$ cat config.mk
export PLATFORM = sky130hd
export DESIGN_NAME = fft_symbol_sched
export DESIGN_NICKNAME = d
export VERILOG_FILES = /design/src/rtl/fft_symbol_sched.sv
export SDC_FILE = /design/constraint.sdc
export NUM_CORES = 1
export LEC_CHECK = 0
export BUFFER_PORTS_ARGS = -buffer_cell sky130_fd_sc_hd__buf_2
export CAP_MARGIN = 20
export CORE_MARGIN = 3
export CORE_UTILIZATION = 39
export CTS_CLUSTER_SIZE = 28
export DETAILED_ROUTE_END_ITERATION = 7
export GPL_TIMING_DRIVEN = 0
export MAX_ROUTING_LAYER = met4
export SYNTH_ARGS = -nofsm -noshare
export SYNTH_HDL_FRONTEND = slang
export SYNTH_SLANG_ARGS = --single-unit
$ cat constraint.sdc
create_clock -name clk -period 2.9 [get_ports clk]
set_input_delay 0.29 -clock clk [delete_from_list [all_inputs] [get_ports clk]]
set_output_delay 0.29 -clock clk [all_outputs]
set_load 0.05 [all_outputs]
$ cat src/rtl/fft_symbol_sched.sv
// Symbol-level sequencer for the PUSCH FFT datapath: admits N samples per symbol,
// waits for the reorder stage to emit N samples, and tracks symbols per slot.
module fft_symbol_sched #(
  parameter int N       = 256,
  parameter int LOG2N   = 8,
  parameter int SYMS    = 14,
  parameter int TIMEOUT = 1023
) (
  input  logic             clk,
  input  logic             rst,
  input  logic             start,
  input  logic             abort,
  input  logic             s_valid,
  output logic             s_ready,
  output logic             fft_en,
  output logic             fft_rst,
  input  logic             rd_en,
  output logic [3:0]       sym_idx,
  output logic [LOG2N-1:0] out_cnt,
  output logic             busy,
  output logic             slot_done,
  output logic             err,
  output logic [1:0]       dbg_state_o
);

  // Handshake: a sample transfers in every cycle where s_valid && s_ready;
  // s_ready depends only on registered state, never on s_valid.

  typedef enum logic [1:0] {
    IDLE  = 2'd0,
    LOAD  = 2'd1,
    WAIT  = 2'd2,
    DRAIN = 2'd3
  } state_t;

  localparam logic [LOG2N-1:0] CNT_MAX  = LOG2N'(N - 1);
  localparam logic [3:0]       SYM_MAX  = 4'(SYMS - 1);
  localparam logic [9:0]       WAIT_MAX = 10'(TIMEOUT);

  state_t           state_q, state_d;
  logic [LOG2N-1:0] in_cnt_q, in_cnt_d;
  logic [LOG2N-1:0] out_cnt_q, out_cnt_d;
  logic [3:0]       sym_q, sym_d;
  logic [9:0]       wait_q, wait_d;
  logic             fft_rst_q, fft_rst_d;
  logic             slot_done_q, slot_done_d;
  logic             err_q, err_d;

  assign s_ready     = (state_q == LOAD);
  assign fft_en      = s_valid & s_ready;
  assign busy        = (state_q != IDLE);
  assign fft_rst     = fft_rst_q;
  assign slot_done   = slot_done_q;
  assign err         = err_q;
  assign sym_idx     = sym_q;
  assign out_cnt     = out_cnt_q;
  assign dbg_state_o = state_q;

  always_comb begin
    state_d     = state_q;
    in_cnt_d    = in_cnt_q;
    out_cnt_d   = out_cnt_q;
    sym_d       = sym_q;
    wait_d      = wait_q;
    err_d       = err_q;
    fft_rst_d   = 1'b0;
    slot_done_d = 1'b0;

    case (state_q)
      IDLE: begin
        if (start) begin
          state_d   = LOAD;
          err_d     = 1'b0;
          fft_rst_d = 1'b1;
          in_cnt_d  = '0;
          out_cnt_d = '0;
          sym_d     = '0;
          wait_d    = '0;
        end
      end
      LOAD: begin
        if (fft_en) begin
          if (in_cnt_q == CNT_MAX) begin
            in_cnt_d = '0;
            wait_d   = '0;
            state_d  = WAIT;
          end else begin
            in_cnt_d = in_cnt_q + 1'b1;
          end
        end
      end
      WAIT: begin
        if (rd_en) begin
          // This first reordered sample is index 0; the next expected index is 1.
          out_cnt_d = 1;
          wait_d    = '0;
          state_d   = DRAIN;
        end else if (wait_q == WAIT_MAX) begin
          err_d     = 1'b1;
          fft_rst_d = 1'b1;
          state_d   = IDLE;
          out_cnt_d = '0;
          sym_d     = '0;
          wait_d    = '0;
        end else begin
          wait_d = wait_q + 1'b1;
        end
      end
      DRAIN: begin
        if (rd_en) begin
          wait_d = '0;
          if (out_cnt_q == CNT_MAX) begin
            out_cnt_d = '0;
            if (sym_q == SYM_MAX) begin
              sym_d       = '0;
              slot_done_d = 1'b1;
              state_d     = IDLE;
            end else begin
              sym_d   = sym_q + 1'b1;
              state_d = LOAD;
            end
          end else begin
            out_cnt_d = out_cnt_q + 1'b1;
          end
        end else if (wait_q == WAIT_MAX) begin
          err_d     = 1'b1;
          fft_rst_d = 1'b1;
          state_d   = IDLE;
          out_cnt_d = '0;
          sym_d     = '0;
          wait_d    = '0;
        end else begin
          wait_d = wait_q + 1'b1;
        end
      end
      default: state_d = IDLE;
    endcase

    // Abort overrides everything above once a slot is running; err is left as-is.
    if (abort && (state_q != IDLE)) begin
      state_d     = IDLE;
      in_cnt_d    = '0;
      out_cnt_d   = '0;
      sym_d       = '0;
      wait_d      = '0;
      err_d       = err_q;
      fft_rst_d   = 1'b1;
      slot_done_d = 1'b0;
    end
  end

  always_ff @(posedge clk or posedge rst) begin
    if (rst) begin
      state_q     <= IDLE;
      in_cnt_q    <= '0;
      out_cnt_q   <= '0;
      sym_q       <= '0;
      wait_q      <= '0;
      fft_rst_q   <= 1'b0;
      slot_done_q <= 1'b0;
      err_q       <= 1'b0;
    end else begin
      state_q     <= state_d;
      in_cnt_q    <= in_cnt_d;
      out_cnt_q   <= out_cnt_d;
      sym_q       <= sym_d;
      wait_q      <= wait_d;
      fft_rst_q   <= fft_rst_d;
      slot_done_q <= slot_done_d;
      err_q       <= err_d;
    end
  end

endmodule

==> key figures <==
Power
  • P_int: 0.000989 W
  • Sw Ratio: 0.489
  • Worst IR Drop VDD: 358 µV
  • Switching power: 0.000948 W
  • Clock power share: 0.169
  • Logic pwr share: 0.520
  • Leakage power: 1.08 nW
  • Power per standard cell area: 801 nW/µm²
  • Power Total: 0.00194 W
  • Power share of the sequential group: 0.311

GRT
  • Total grt overflow: 0
  • Antenna violations before repair: 0
  • Vias in the first global route: 1,839
  • Largest net degree at the start of global routing: 36
  • First-pass GRT wire length: 8690 µm
  • GR Util All Layers: 0.176

CTS
  • H-tree depth: 2
  • Total clock buffers created by CTS: 5
  • Root buffer cell: clkbuf_8
  • Count of hold-fix buffers inserted at cts: 0
  • CTS-repair resized insts: 0
  • Clk buf depth: 2
  • Post-CTS setup buffer count: 0
  • Clock transition at path regs: 0.07 ns
  • Clock Latency Late Sink: 0.28 ns
  • CTS sink count: 35
  • CTS tree: done

Floorplanning
  • Core Area: 5200 µm²
  • Die W: 80.0 µm
  • Top-level port count: 26
  • Die Y: 80.0 µm
  • Die area: 6400 µm²
  • Initial Utilization: 0.410
  • Cell row count: 26

Synthesis
  • Simple-gate share of the synthesized area: 0.260
  • Post-Synth Adder-Cell Area: 0.0528
  • Ys flop type: dfrtp_1
  • Area share of the largest cell type after synthesis: 0.410
  • Synth Area in Compound Gates: 0.226
  • Synthesized cell area: 2130 µm²
  • Synth area leader: dfrtp_1
  • Mapped Cells: 248
  • Seq/Total Area, Yosys: 0.410
  • Post-synth EDFFs: 0
  • Ys async rst share: 1.00
  • Netlist cell types: 45
  • Syn. warnings: 0
  • Main combinational cell family by area after synthesis: simple AND/OR/NAND/NOR gates
  • Ranking of synthesized cells by area: dfrtp_1, o21ai_0, ha_1
  • Avg Inst Size Synth: 8.61 µm²
  • #FFs+latches synth: 35
  • XOR/XNOR Fraction of Synth Area: 0
  • Syn nets: 263
  • Mux share of post-synthesis cell area: 0.0141

Drt
  • Routed vias: 1,935
  • Post-DR vias/cell: 5.54
  • Final ANT Viol Nets: 0
  • Total Wirelength: 5100 µm
  • DRC viols: 0
  • Drt first pass iters: 6
  • Initial drt markers: 85
  • WL per Instance: 14.6 µm

Timing
  • RSZ-0062 raised after global routing: false
  • Least-Margin Pin Slew: 0.910 ns
  • # setup viols final: 0
  • Tmin final: 2.29 ns
  • Fmax: 0.436 GHz
  • Count of pins over their slew limit: 0
  • Fin. Hold Viols: 0
  • Hold slack: 0.136 ns
  • Slew Limit Headroom: 0.388
  • Worst Skew: 0.00583 ns
  • Setup TNS: 0 ns
  • Fin crit share: 0.791
  • Setup slack after layout: 0.606 ns

Cells and area
  • Finished Layout Cells: 349
  • Final #Nets: 295
  • Antenna Cells: 0
  • Layout cell share with drive strength beyond 1: 0.151
  • Fill cells: 528
  • Area grow syn2layout: 13.4%

Worst setup path
  • Worst path arrival time: 2.46 ns
  • Critical Path RT: 3.06 ns
  • Critical path launch point type: flip-flop
  • CP Class: flip-flop to flip-flop
  • CP Capture Type: flip-flop
  • Worst-path maximum fanout: 10

Placement
  • DP Wirelength: 3650 µm
  • Placement Setup Slack: 0.662 ns
  • Input/output buffers: 25
  • Gpl congestion: 0.797
  • # placed instances: 343

Status
  • Status: complete, no violations

Hold path
  • Hold WC Path Type: input pin to asynchronous set/reset pin

Flow run
  • Max Cap Viol: 0
==> power groups by stage <==
stage | Combinational (W) | Clock, W | Sequential (W)
detailed placement | 0.00101 | 0 | 0.000612
finish | 0.00101 | 0.000327 | 0.000603
global route | 0.00112 | 0.000352 | 0.000613
CTS | 0.00101 | 0.000338 | 0.000603
global placement | 0.00100 | 0 | 0.000613
floorplan | 0.000667 | 0 | 0.000706
==> layer usage <==
layer  GRT usage  vias up  part of all wire
li1            -      988                 -
met1       0.227      910              0.48
met2       0.280       32              0.48
met3      0.0350        5             0.030
met4      0.0524        0            0.0090
met5           -        -                 0
==> cell usage in the layout (no fill, tap or decap), types with 3 or more instances in the layout <==
cell type / n
clkbuf_8: 5
o31ai_1: 7
nor3_1: 7
nor2b_1: 3
nand2_1: 23
nor2_1: 20
clkbuf_1: 4
nand2b_1: 4
o211ai_1: 3
a22o_1: 3
nor4_1: 3
nand4_1: 8
buf_2: 26
dfrtp_1: 35
ha_1: 9
a31oi_1: 7
o21ai_0: 25
and2_1: 3
a21oi_1: 14
nand3_1: 19
mux2i_1: 3
inv_1: 11
and3_1: 3
==> path summary, 6_finish.rpt <==
path	end	startpoint	slack, ns	cells past startpoint
setup / recovery	sym_idx[3]$_DFFE_PP0P_	dbg_state_o[0]$_DFFE_PP0P_	0.61	7
hold / removal	in_cnt_q[0]$_DFFE_PP0P_	rst	0.14	2
setup reg to reg	sym_idx[3]$_DFFE_PP0P_	dbg_state_o[0]$_DFFE_PP0P_	0.61	7
hold reg to reg	in_cnt_q[7]$_DFFE_PP0P_	in_cnt_q[7]$_DFFE_PP0P_	0.48	1
max in group asynchronous	out_cnt[0]$_DFFE_PP0P_	rst	2.27	2
min in group clk	fft_rst$_DFF_PP0_	start	0.37	3
==> Yosys cell counts, drive strengths merged (4+ instances only) <==
library cell and n:
nand2 24, nand3 20, o211ai 4, o21ai 28, nor2 21, inv 12, o31ai 7, nor3 8
nand2b 4, nand4 8, nor2b 4, a31oi 7, a21oi 14, dfrtp 35, ha 9
==> metrics by stage <==
step	util	area [µm²]
detailed placement	0.451	2350
floorplan	-	2130
global route	0.465	2420
CTS	0.465	2420
finish	0.465	2420
global placement	0.451	2350
==> flip-flops by register name, summed over array words and instances, names as in the netlist <==
register and flops:
err 1, in_cnt_q 8, sym_idx 4, slot_done 1, out_cnt 8, wait_q 10
fft_rst 1, dbg_state_o 2
==> cells by family (layout without fill, tap and decap cells) <==
| kind of cell | Yosys count | count (layout) |
|---|---|---|
| simple gates | 106 | 106 |
| buf+inv | 18 | 49 |
| flops | 35 | 35 |
| compound gates | 77 | 77 |
| fa+ha+maj | 9 | 9 |
| mux | 3 | 3 |
==> critical path, stage by stage, from the launching register on <==
cell,delay (ns)
dfrtp_1,0.48
inv_1,0.14
ha_1,0.23
buf_6,0.14
a22oi_1,0.49
o2111ai_1,0.36
o21ai_0,0.25
o31ai_1,0.09
==> area by class of cell <==
type,count,area (µm²),share of cell area
Clock buffer,6,72.6,0.0300
Inverter,12,45.0,0.0186
Sequential cell,35,876,0.362
Tap cell,70,87.6,0.0362
Timing Repair Buffer,25,125,0.0517
Buffer,6,35.0,0.0145
Multi-Input combinational cell,195,1180,0.487
Power figures use the tool's default switching activity.
